**src/rtl/controlador_lavadora_param.sv**
```systemverilog
// Coin-operated laundry controller: counts coins, evaluates the selected service
// on end-of-payment, runs it for a fixed time or flags a refund, then self-clears.
module controlador_lavadora_param #(
    parameter int WIDTH         = 5,
    parameter int PRECIO_SECADO = 3,
    parameter int PRECIO_LAVADO = 4,
    parameter int PRECIO_PESADO = 9,
    parameter int MAX_MONEDAS   = 15,
    parameter int DURACION      = 8,
    parameter int T_AVISO       = 4,
    parameter int T_ESPERA      = 32
) (
    input  logic             clk,
    input  logic             RESET,
    input  logic             INTRO_MONEDA,
    input  logic             FINALIZAR_PAGO,
    input  logic [1:0]       SELECCION,
    output logic             SECADO,
    output logic             LAVADO,
    output logic             LAVADO_PESADO,
    output logic             INSUFICIENTE,
    output logic [WIDTH-1:0] VUELTO,
    output logic [WIDTH-1:0] MONEDAS,
    output logic             RECHAZO,
    output logic             OCUPADO
);
    localparam int CMAX0 = (DURACION > T_AVISO) ? DURACION : T_AVISO;
    localparam int CMAX  = (CMAX0 > T_ESPERA) ? CMAX0 : T_ESPERA;
    localparam int CW    = $clog2(CMAX + 1);

    localparam logic [WIDTH-1:0] P_SEC = WIDTH'(PRECIO_SECADO);
    localparam logic [WIDTH-1:0] P_LAV = WIDTH'(PRECIO_LAVADO);
    localparam logic [WIDTH-1:0] P_PES = WIDTH'(PRECIO_PESADO);
    localparam logic [WIDTH-1:0] M_MAX = WIDTH'(MAX_MONEDAS);

    typedef enum logic [1:0] {ESPERA, CONTANDO, SERVICIO, INSUF} estado_t;

    estado_t          estado_q, estado_d;
    logic [WIDTH-1:0] monedas_q, monedas_d;
    logic [WIDTH-1:0] vuelto_q, vuelto_d;
    logic [CW-1:0]    cnt_q, cnt_d;
    logic             secado_q, secado_d;
    logic             lavado_q, lavado_d;
    logic             pesado_q, pesado_d;
    logic             insuf_q, insuf_d;
    logic             rechazo_q, rechazo_d;
    logic             ocupado_q, ocupado_d;
    logic             moneda_prev_q, fin_prev_q;

    logic             moneda_flanco, fin_flanco, sel_valida;
    logic [WIDTH-1:0] cuenta, precio;

    assign moneda_flanco = INTRO_MONEDA & ~moneda_prev_q;
    assign fin_flanco    = FINALIZAR_PAGO & ~fin_prev_q;
    assign sel_valida    = (SELECCION != 2'b11);

    // Count seen by the evaluation includes a coin landing in the same cycle.
    always_comb begin
        cuenta = monedas_q;
        if (moneda_flanco && monedas_q < M_MAX)
            cuenta = monedas_q + WIDTH'(1);
    end

    always_comb begin
        case (SELECCION)
            2'b00:   precio = P_SEC;
            2'b01:   precio = P_LAV;
            default: precio = P_PES;
        endcase
    end

    always_comb begin
        estado_d  = estado_q;
        monedas_d = monedas_q;
        vuelto_d  = vuelto_q;
        cnt_d     = cnt_q;
        secado_d  = secado_q;
        lavado_d  = lavado_q;
        pesado_d  = pesado_q;
        insuf_d   = insuf_q;
        ocupado_d = ocupado_q;
        rechazo_d = 1'b0;

        case (estado_q)
            ESPERA: begin
                if (moneda_flanco) begin
                    monedas_d = WIDTH'(1);
                    cnt_d     = '0;
                    estado_d  = CONTANDO;
                end
            end
            CONTANDO: begin
                cnt_d = moneda_flanco ? '0 : cnt_q + CW'(1);
                if (moneda_flanco && monedas_q == M_MAX)
                    rechazo_d = 1'b1;
                monedas_d = cuenta;
                if (fin_flanco) begin
                    cnt_d     = '0;
                    ocupado_d = 1'b1;
                    if (sel_valida && cuenta >= precio) begin
                        estado_d = SERVICIO;
                        vuelto_d = cuenta - precio;
                        secado_d = (SELECCION == 2'b00);
                        lavado_d = (SELECCION == 2'b01);
                        pesado_d = (SELECCION == 2'b10);
                    end else begin
                        estado_d = INSUF;
                        vuelto_d = cuenta;
                        insuf_d  = 1'b1;
                    end
                end else if (!moneda_flanco && cnt_q == CW'(T_ESPERA - 1)) begin
                    estado_d  = INSUF;
                    vuelto_d  = monedas_q;
                    insuf_d   = 1'b1;
                    ocupado_d = 1'b1;
                    cnt_d     = '0;
                end
            end
            default: begin
                // SERVICIO / INSUF: selection is latched, payment input ignored.
                rechazo_d = moneda_flanco;
                cnt_d     = cnt_q + CW'(1);
                if (cnt_q == ((estado_q == SERVICIO) ? CW'(DURACION - 1) : CW'(T_AVISO - 1))) begin
                    estado_d  = ESPERA;
                    monedas_d = '0;
                    vuelto_d  = '0;
                    cnt_d     = '0;
                    secado_d  = 1'b0;
                    lavado_d  = 1'b0;
                    pesado_d  = 1'b0;
                    insuf_d   = 1'b0;
                    ocupado_d = 1'b0;
                end
            end
        endcase
    end

    always_ff @(posedge clk) begin
        if (RESET) begin
            estado_q      <= ESPERA;
            monedas_q     <= '0;
            vuelto_q      <= '0;
            cnt_q         <= '0;
            secado_q      <= 1'b0;
            lavado_q      <= 1'b0;
            pesado_q      <= 1'b0;
            insuf_q       <= 1'b0;
            rechazo_q     <= 1'b0;
            ocupado_q     <= 1'b0;
            moneda_prev_q <= 1'b0;
            fin_prev_q    <= 1'b0;
        end else begin
            estado_q      <= estado_d;
            monedas_q     <= monedas_d;
            vuelto_q      <= vuelto_d;
            cnt_q         <= cnt_d;
            secado_q      <= secado_d;
            lavado_q      <= lavado_d;
            pesado_q      <= pesado_d;
            insuf_q       <= insuf_d;
            rechazo_q     <= rechazo_d;
            ocupado_q     <= ocupado_d;
            moneda_prev_q <= INTRO_MONEDA;
            fin_prev_q    <= FINALIZAR_PAGO;
        end
    end

    assign SECADO        = secado_q;
    assign LAVADO        = lavado_q;
    assign LAVADO_PESADO = pesado_q;
    assign INSUFICIENTE  = insuf_q;
    assign VUELTO        = vuelto_q;
    assign MONEDAS       = monedas_q;
    assign RECHAZO       = rechazo_q;
    assign OCUPADO       = ocupado_q;
endmodule

```
**config.mk**
```make
export PLATFORM = sky130hd
export DESIGN_NAME = controlador_lavadora_param
export DESIGN_NICKNAME = d
export VERILOG_FILES = /design/src/rtl/controlador_lavadora_param.sv
export SDC_FILE = /design/constraint.sdc
export NUM_CORES = 1
export LEC_CHECK = 0
export CAP_MARGIN = 10
export CORE_MARGIN = 1.5
export CORE_UTILIZATION = 48
export CTS_CLUSTER_DIAMETER = 100
export DETAILED_ROUTE_END_ITERATION = 7
export HOLD_SLACK_MARGIN = 0.15
export PLACE_DENSITY = 0.8
export SLEW_MARGIN = 20
export SYNTH_ARGS = -nofsm -noshare
export SYNTH_HDL_FRONTEND = slang
export SYNTH_SLANG_ARGS = --single-unit
export TNS_END_PERCENT = 100
```
**constraint.sdc**
```tcl
create_clock -name clk -period 3 [get_ports clk]
set_clock_uncertainty 0.2 [all_clocks]
set_input_delay 0.45 -clock clk [delete_from_list [all_inputs] [get_ports clk]]
set_output_delay 0.45 -clock clk [all_outputs]
set_load 0.05 [all_outputs]
```
==> reports/results.ini, run 1 <==
[power]
combPwrFrac_pct=32.7
ir_drop_mv=0.254
power.switching_w=0.000313
p_leak_nw=0.844
power_frac_clock_pct=26.0
switching_share_pct=32.9
seqPwrFrac_pct=41.3
powerDensity_mw_per_mm2=460
p_int_w=0.000639

[grt]
grt_overflow=0
grt_pass1_wl_um=7040
grt_usage_pct=25.8
grt_max_degree=17
antenna_found_initial=0
first_global_vias=1542

[sta]
tightest_slew_ns=0.581
slew_violations=0
finalCritPeriodShare_pct=98.0
relSlewSlack_pct=61.2
min_period_ns=2.94
fin_tns_setup_ns=0
timing.fmax_ghz=0.340
finalSetupViolCount=0
final_hold_viol_count=0
whs_ns=0.277

[synthesis]
yosysSeqAreaShare_pct=33.6
synth_edf_count=0
yosysUniqueCellTypes=52
syn_avg_cell_area_um2=8.42
netlist_area_mm2=0.00155
yosysWarningCount=0
synth-seq-cells=26
syn_inst=184
syn_nets=198
synthArstFlopShare_pct=0
ys.flop_type=dfxtp_1

[drt]
routed-via-count=1552
ant_nets=0
dr.pass1.iters=7
drc=0
wl_per_cell_um=16.4
drtIter0Drc=74
drt-total-wl_um=4370
via_per_inst=5.81

[final_layout]
nFillCells=271
fin_util_pct=67.8
final_common_cell=buf_4
nets=238
areaGrowthSynthToFinish_pct=33.7
n_antenna_cell=0
final_cell_mix=buf_4, dfxtp_1, nor2_1, clkdlybuf4s50_1, nand2_1
drive_gt1_share_pct=22.4
fin_cells=267

[worst_setup_path]
cpMaxStageDelayCell=dfxtp_2
max_stage_delay_ns=0.43
end_kind=flip-flop
crit_path_max_fanout=6
start_kind=flip-flop
worstRegToRegCells=10
crit_type=flip-flop to flip-flop
crit_arrival_ns=3.02
cp.required_ns=3.08
r2r_slack_ns=0.06
cp_cell_sequence=nand4_1 > nand2_2 > xor2_2 > ha_1 > a41o_1 > a211o_2 > o21a_1 > a31oi_2 > o21ba_4 > a32o_1

[clocking]
clock_path_buffers=2
cts-root-buf=clkbuf_4
cts_num_sinks=26
cts-buffers-inserted=3
h-tree-depth=1
cts_tree=done
cts.clk_slew.worst_paths_ns=0.15
insertion_delay_ns=0.33

[hold_path]
holdPathStages=1
hp-class=flip-flop to flip-flop

[placement]
port_buffers=21
dp.cells=259
routabilityCongestion=0.955
dp_hpwl_um=3080

[status]
outcome=completed

[floorplan]
die_height_um=59.8
dieArea_mm2=0.00358
initial_utilization_pct=50.7
die_w_um=59.8
core_mm2=0.00305
num_io_pins=22
core.rowCount=20

[run]
cap_violations=0

per-stage QoR:
| step | setup WS (ns) | area, um^2 | power (W) |
|---|---|---|---|
| 6_report | 0.0602 | 2070 | 0.000952 |
| 5_1_grt | -0.0538 | 2070 | 0.000996 |
| 4_1_cts | 0.000793 | 2020 | 0.000934 |
| 3_5_place_dp | -0.433 | 1920 | 0.000678 |
| 3_3_place_gp | -0.337 | 1920 | 0.000671 |
| 2_1_floorplan | 0.0518 | 1560 | 0.000572 |
state kept, by name, indices dropped and copies added, names as in the netlist:
signal	flops
cnt_q	6
MONEDAS	5
VUELTO	5
estado_q	2
INSUFICIENTE	1
LAVADO	1
LAVADO_PESADO	1
OCUPADO	1
RECHAZO	1
SECADO	1
fin_prev_q	1
moneda_prev_q	1
power by group through the flow:
stage	Combinational [W]	Sequential, W	Clock [W]
6_report	0.000311	0.000393	0.000248
5_1_grt	0.000334	0.000397	0.000264
4_1_cts	0.000289	0.000392	0.000252
3_5_place_dp	0.000280	0.000399	0
3_3_place_gp	0.000274	0.000397	0
2_1_floorplan	0.000147	0.000425	0
layout make-up:
| cell class | instances | area (um^2) | share of cell area (%) |
|---|---|---|---|
| Clock buffer | 3 | 22.5 | 1.09 |
| Timing Repair Buffer | 44 | 385 | 18.6 |
| Sequential cell | 26 | 531 | 25.6 |
| Inverter | 5 | 18.8 | 0.906 |
| Tap cell | 44 | 55.1 | 2.66 |
| Clock inverter | 1 | 30.0 | 1.45 |
| Multi-Input combinational cell | 144 | 1030 | 49.7 |
critical path: cells and delay by family (launching register included):
kind	cells	cell delay (ns)
compound gates	6	1.40
flops	1	0.43
simple gates	2	0.41
fa+ha+maj	1	0.27
xor+xnor	1	0.19
timing repair:
item | CTS | global route
hold buffers | 0 | 0
gates resized for setup | 7 | 7
pin swaps | 9 | 10
setup endpoints to repair | 8 | 10
setup buffers | 1 | 3
final timing paths:
path	start	endpoint
worst max-delay path	MONEDAS[3]$_SDFFE_PP0P_	LAVADO$_SDFFE_PP0P_
worst max register to register	MONEDAS[3]$_SDFFE_PP0P_	LAVADO$_SDFFE_PP0P_
worst min register to register	VUELTO[2]$_SDFFE_PP0P_	VUELTO[2]$_SDFFE_PP0P_
worst min-delay path	VUELTO[2]$_SDFFE_PP0P_	VUELTO[2]$_SDFFE_PP0P_
synthesized netlist by cell type (all sizes together), types with 2 or more instances:
library cell  count  share of area [%]
nor2b             6                2.4
mux2i             2                1.3
a21o              3                1.5
or3               2                1.1
and3              3                1.5
a41o              2                1.3
nand2b            6                2.4
o21a              2                1.5
dfxtp            26                 34
a21oi            12                3.9
nor3              6                2.3
ha                7                5.7
nand2            17                4.1
a211oi            7                3.7
inv               5                1.2
a32o              2                1.3
clkbuf            6                1.5
nand4             3                1.2
xor2              4                2.3
nor2             20                4.8
nand3             5                1.6
buf               3                1.8
o31ai             2               0.97
xnor2             2                1.1
a211o             2                1.2
a22oi             4                1.9
o21ai             6                1.9
nor3b             2               0.97
kinds of logic after synthesis:
| kind of cell | after synthesis | share of synthesized area, % |
|---|---|---|
| buffers and inverters | 14 | 4.44 |
| and+or+nand+nor | 75 | 25.1 |
| xor gates and xnor gates | 6 | 3.39 |
| AOI/OAI and AO/OA | 53 | 25.2 |
| adders and majority gates | 8 | 6.95 |
| muxes | 2 | 1.29 |
| DFF | 26 | 33.6 |
per-layer routing:
metal	vias to the layer above	global-route usage [%]	part of all wire, %
met5	-	0	0
met2	51	43.9	50
met4	0	7.62	1.5
met1	734	33.1	44
met3	10	4.55	4.2
li1	757	-	-
No activity file was read; power rests on OpenSTA's default activity.
==> run 2: changes to the inputs <==
Settings changed: PLACE_DENSITY 0.8 to 0.71.
==> run 2 against run 1 <==
  * Hold slack worse by 0.0084 ns
  * Combinational power is 6% lower
  * First-iteration DRC count is 41% lower
==> reports/results.ini, run 2 (synthesis results as in run 1) <==
[status]
outcome=completed

[floorplan]
core.rowCount=20  ; unchanged
die_height_um=59.8  ; unchanged
num_io_pins=22  ; unchanged
die_w_um=59.8  ; unchanged
core_mm2=0.00305  ; unchanged
dieArea_mm2=0.00358  ; unchanged
initial_utilization_pct=50.7  ; unchanged

[clocking]
clock_path_buffers=2  ; unchanged
insertion_delay_ns=0.32  ; about the same
cts-root-buf=clkbuf_4
h-tree-depth=1  ; unchanged
cts.clk_slew.worst_paths_ns=0.14  ; about the same
cts_tree=done
cts-buffers-inserted=3  ; unchanged
cts_num_sinks=26  ; unchanged

[grt]
grt_overflow=0  ; unchanged
antenna_found_initial=0  ; unchanged
first_global_vias=1437  ; -6.8%
grt_pass1_wl_um=6670  ; -5.3%
grt_max_degree=17  ; unchanged
grt_usage_pct=24.9  ; -0.89 points

[drt]
drtIter0Drc=44  ; -41%
drt-total-wl_um=4050  ; -7.3%
wl_per_cell_um=15.1  ; -7.7%
ant_nets=0  ; unchanged
routed-via-count=1499  ; -3.4%
dr.pass1.iters=4  ; -3
drc=0  ; unchanged
via_per_inst=5.59  ; -3.8%

[sta]
timing.fmax_ghz=0.353  ; +3.9%
rsz0062_at_grt=false
min_period_ns=2.83  ; -0.109 ns
tightest_slew_ns=0.557  ; -0.0244 ns
final_hold_viol_count=0  ; unchanged
finalCritPeriodShare_pct=94.4  ; -3.6 points
finalSetupViolCount=0  ; unchanged
relSlewSlack_pct=62.8  ; +1.6 points
slew_violations=0  ; unchanged

[worst_setup_path]
cp_cell_sequence=dlygate4sd2_1 > nor3b_4 > buf_4 > a41o_1 > ha_1 > a41o_1 > a211o_2 > o21ai_1 > buf_4 > o21ai_0 > o31ai_1
path_buf_inv=3  ; +3
timing.rr.start=MONEDAS[1]$_SDFFE_PP0P_
max_stage_delay_ns=0.34  ; -0.09 ns
crit_path_max_fanout=5  ; -1
cp.required_ns=3.05  ; -0.03 ns
r2r_slack_ns=0.18  ; +0.12 ns
critical_path.top_delay_family=compound AO/OA/AOI/OAI gates
cpMaxStageDelayCell=a211o_2
crit_arrival_ns=2.88  ; -0.14 ns
crit_type=input pin to flip-flop
reg2reg_to=VUELTO[0]$_SDFFE_PP0P_
end_kind=flip-flop
worstRegToRegCells=10  ; unchanged
start_kind=input pin

[final_layout]
nets=239  ; +0.42%
final_common_cell=buf_4
nFillCells=289  ; +6.6%
seqCellArea_um2=528  ; -0.47%
largest_reg_flops=6  ; unchanged
areaGrowthSynthToFinish_pct=29.0
fin_util_pct=65.5  ; -2.4 points
multi_input_area_um2=971  ; -5.6%
drive_gt1_share_pct=18.8  ; -3.7 points
n_antenna_cell=0  ; unchanged
regMostFlops=cnt_q
final_cell_mix=buf_4, dfxtp_1, nor2_1, clkdlybuf4s50_1, nand2_1

[placement]
routabilityCongestion=0.953  ; -0.21%
dp_hpwl_um=3120  ; +1.4%
port_buffers=21  ; unchanged

[hold_path]
min_to=VUELTO[2]$_SDFFE_PP0P_
hp-class=flip-flop to flip-flop
hold_start=VUELTO[2]$_SDFFE_PP0P_
holdPathStages=1  ; unchanged

[run]
cap_violations=0  ; unchanged

[power]
powerDensity_mw_per_mm2=430  ; -6.6%
switching_share_pct=33.7  ; +0.81 points
ir_drop_mv=0.206  ; -19%
power.switching_w=0.000289  ; -7.6%
p_int_w=0.000569  ; -11%
seqPwrFrac_pct=45.1  ; +3.8 points
combPwrFrac_pct=34.1  ; +1.4 points
power_frac_clock_pct=20.8  ; -5.2 points
power_w=0.000859  ; -9.8%
p_leak_nw=0.820  ; -2.8%

-- run 2: repair_timing --
| item | CTS | global route |
|---|---|---|
| hold buffers | 0 | 0 |
| buffers inserted | 0 | 1 |
| pin swaps | 1 | 1 |
| gates resized for setup | 2 | 1 |
| hold endpoints to repair | 0 | 0 |
| setup endpoints to repair | 8 | 3 |
-- run 2: per-stage QoR --
step	std cells	area (um^2)	worst slack, ns	TNS [ns]	hold WS (ns)
2_1_floorplan	184	1560	0.0518	0	0.293
3_3_place_gp	263	1950	-0.353	-3.13	0.238
3_5_place_dp	263	1950	-0.411	-3.73	0.239
4_1_cts	267	1990	0.178	0	0.271
5_1_grt	268	2000	0.0106	0	0.297
6_report	268	2000	0.169	0	0.269
-- run 2: worst max-delay path by stage --
| stage | startpoint | endpoint | slack [ns] | cells after the start |
|---|---|---|---|---|
| 3_3_place_gp | INTRO_MONEDA | VUELTO[2]$_SDFFE_PP0P_ | -0.35 | 11 |
| 5_1_grt | MONEDAS[1]$_SDFFE_PP0P_ | VUELTO[0]$_SDFFE_PP0P_ | 0.01 | 10 |
| 6_report | INTRO_MONEDA | VUELTO[0]$_SDFFE_PP0P_ | 0.17 | 11 |
| 3_5_place_dp | INTRO_MONEDA | LAVADO$_SDFFE_PP0P_ | -0.41 | 11 |
| 2_1_floorplan | MONEDAS[4]$_SDFFE_PP0P_ | LAVADO$_SDFFE_PP0P_ | 0.05 | 10 |
| 4_1_cts | INTRO_MONEDA | VUELTO[0]$_SDFFE_PP0P_ | 0.18 | 11 |
-- run 2: worst reg2reg max path, stage by stage, from the launching register on --
cell,delay (ns)
dfxtp_2,0.43
nand4_1,0.20
nand2_1,0.15
xor2_1,0.22
ha_1,0.29
a41o_1,0.24
a211o_2,0.34
o21ai_1,0.24
buf_4,0.16
o21ai_0,0.10
o31ai_1,0.18
-- run 2: cell type report --
class | instances | share of cell area, %
Clock buffer | 4 | 1.82
Sequential cell | 26 | 26.4
Inverter | 5 | 0.939
Tap cell | 44 | 2.76
Multi-Input combinational cell | 144 | 48.6
Timing Repair Buffer | 45 | 19.5
-- run 2: metal layers --
layer	global-route usage, %	wire length, um
met4	10.2	80
met2	42.4	2020
met5	0	0
met3	3.03	95
met1	31.6	1860
-- run 2: power by group through the flow --
stage               Combinational [W]  Sequential (W)  Clock [W]
floorplan                    0.000147        0.000425          0
global placement             0.000285        0.000393          0
detailed placement           0.000290        0.000394          0
CTS                          0.000291        0.000387   0.000180
global route                 0.000317        0.000391   0.000204
finish                       0.000293        0.000387   0.000178
==> run 3: changes to the inputs <==
Settings changed: CORE_MARGIN 1.5 to 3, RECOVER_POWER set to 100.
==> run 3 against run 2 <==
  * Clock power barely moved
  * Die area is 10% higher
  * First-iteration DRC count grew to 2.7 times the previous value
  * Critical path type is now flip-flop to flip-flop
==> reports/results.ini, run 3 (synthesis results as in run 1) <==
[floorplan]
initial_utilization_pct=53.0  ; +2.2 points
die_height_um=62.8  ; +5.0%
die_w_um=62.8  ; +5.0%
num_io_pins=22  ; unchanged
dieArea_mm2=0.00394  ; +10%
core_mm2=0.00292  ; -4.2%
core.rowCount=19  ; -5.0%

[grt]
first_global_vias=1496  ; +4.1%
grt_overflow=0  ; unchanged
grt_pass1_wl_um=7280  ; +9.1%
antenna_found_initial=0  ; unchanged
grt_max_degree=18  ; +1
grt_usage_pct=22.6  ; -2.3 points

[final_layout]
areaGrowthSynthToFinish_pct=33.3
n_antenna_cell=0  ; unchanged
largest_reg_flops=6  ; unchanged
final_cell_mix=buf_4, dfxtp_1, nor2_1, dlygate4sd3_1, nand2_1
nets=240  ; +0.42%
final_common_cell=buf_4
regMostFlops=cnt_q
fin_cells=267  ; -0.37%
drive_gt1_share_pct=23.1  ; +4.4 points

[clocking]
cts-buffers-inserted=3  ; unchanged
cts.clk_slew.worst_paths_ns=0.15  ; about the same
cts-root-buf=clkbuf_4
cts_num_sinks=26  ; unchanged
clock_path_buffers=2  ; unchanged
h-tree-depth=1  ; unchanged
insertion_delay_ns=0.33  ; about the same
cts_tree=done

[drt]
drt-total-wl_um=4260  ; +5.2%
wl_per_cell_um=15.9  ; +5.6%
routed-via-count=1545  ; +3.1%
ant_nets=0  ; unchanged
via_per_inst=5.79  ; +3.5%
drtIter0Drc=118  ; +170%
dr.pass1.iters=4  ; unchanged
drc=0  ; unchanged

[power]
power_w=0.000860  ; +0.21%
ir_drop_mv=0.339  ; +65%
p_leak_nw=0.896  ; +9.3%
powerDensity_mw_per_mm2=417  ; -3.0%

[sta]
whs_ns=0.270  ; +0.00107 ns
min_period_ns=2.88  ; +0.0507 ns
tightest_slew_ns=0.598  ; +0.0409 ns
finalSetupViolCount=0  ; unchanged
slew_violations=0  ; unchanged
relSlewSlack_pct=60.1  ; -2.7 points
final_hold_viol_count=0  ; unchanged
fin_tns_setup_ns=0  ; unchanged
timing.fmax_ghz=0.347  ; -1.8%
finalCritPeriodShare_pct=96.1  ; +1.7 points

[worst_setup_path]
end_kind=flip-flop
cp.required_ns=3.04  ; about the same
r2r_slack_ns=0.12  ; -0.06 ns
crit_end=LAVADO_PESADO$_SDFFE_PP0P_
reg2reg_to=LAVADO_PESADO$_SDFFE_PP0P_
crit_path_max_fanout=7  ; +2
critPathLaunch=MONEDAS[2]$_SDFFE_PP0P_
timing.rr.start=MONEDAS[2]$_SDFFE_PP0P_
crit_arrival_ns=2.93  ; +0.05 ns
worstRegToRegCells=11  ; +1
crit_type=flip-flop to flip-flop
start_kind=flip-flop

[run]
cap_violations=0  ; unchanged

[placement]
port_buffers=21  ; unchanged
dp.cells=260  ; -1.1%
routabilityCongestion=0.902  ; -5.3%
dp_hpwl_um=3110  ; -0.46%

[hold_path]
hp-class=flip-flop to flip-flop

[status]
outcome=completed

==> run 3: changes by cell type in the layout (fill, tap and decap cells not counted), sizes merged <==
cell	change
clkdlybuf4s50	-17
dlygate4sd3	+17
clkbuf	+1
dlygate4sd2	-1
dlymetal6s2s	+1
==> run 3: metal layers <==
metal  vias to the layer above  share of wire, %  global-route usage, %  wire, um
li1                        757                 -                      -         -
met1                       729                45                   31.1      1920
met2                        57                48                   35.8      2030
met3                         2               6.4                   5.04       271
met4                         0              0.68                   5.79        29
met5                         -                 0                      0         0
==> run 3: power by group <==
part	switching, W	internal, W	total [W]
Clock	0.000103	0.0000743	0.000177
Sequential	0.0000299	0.000364	0.000394
Combinational	0.000165	0.000125	0.000289
==> run 3: final cells by class <==
class	instances	area, um^2
tap	42	52.6
clock buffer	4	36.3
inverter	5	18.8
multi-input combinational	144	1020
fill	249	860
timing repair buffer	46	400
sequential	26	532
==> run 3: repair_timing <==
item,CTS,global route
hold buffers,0,0
pin swaps,1,15
setup endpoints to repair,5,10
gates resized for setup,6,15
buffers inserted,0,4
cloned,0,0
==> run 3: worst min path at each step <==
stage / startpoint / endpoint / slack, ns / cells past startpoint
after detailed placement: VUELTO[2]$_SDFFE_PP0P_ / VUELTO[2]$_SDFFE_PP0P_ / 0.25 / 1
after floorplan: cnt_q[0]$_SDFFE_PP0P_ / cnt_q[0]$_SDFFE_PP0P_ / 0.29 / 1
after global placement: VUELTO[2]$_SDFFE_PP0P_ / VUELTO[2]$_SDFFE_PP0P_ / 0.24 / 1
after global routing: VUELTO[1]$_SDFFE_PP0P_ / VUELTO[1]$_SDFFE_PP0P_ / 0.28 / 2
after CTS: VUELTO[0]$_SDFFE_PP0P_ / VUELTO[0]$_SDFFE_PP0P_ / 0.27 / 2
final: VUELTO[2]$_SDFFE_PP0P_ / VUELTO[2]$_SDFFE_PP0P_ / 0.27 / 1
==> run 3: stage by stage <==
step           instance area, um^2  utilization (%)  setup WS, ns
6_report                      2060             70.6         0.118
3_3_place_gp                  1940             66.2        -0.347
5_1_grt                       2060             70.6       -0.0126
2_1_floorplan                 1560                -        0.0518
4_1_cts                       2010             68.6     0.0000848
3_5_place_dp                  1940             66.2        -0.377
==> run 3: worst max-delay path, stage by stage, from the launching register on <==
cell and delay [ns]:
dfxtp_2 0.39, nand4_1 0.20, clkbuf_4 0.18, nand3_2 0.09, xnor2_2 0.25, ha_4 0.25, a41o_1 0.24, a211o_2 0.29
o21a_2 0.25, nand2_1 0.11, nor2_1 0.08, a32o_1 0.26
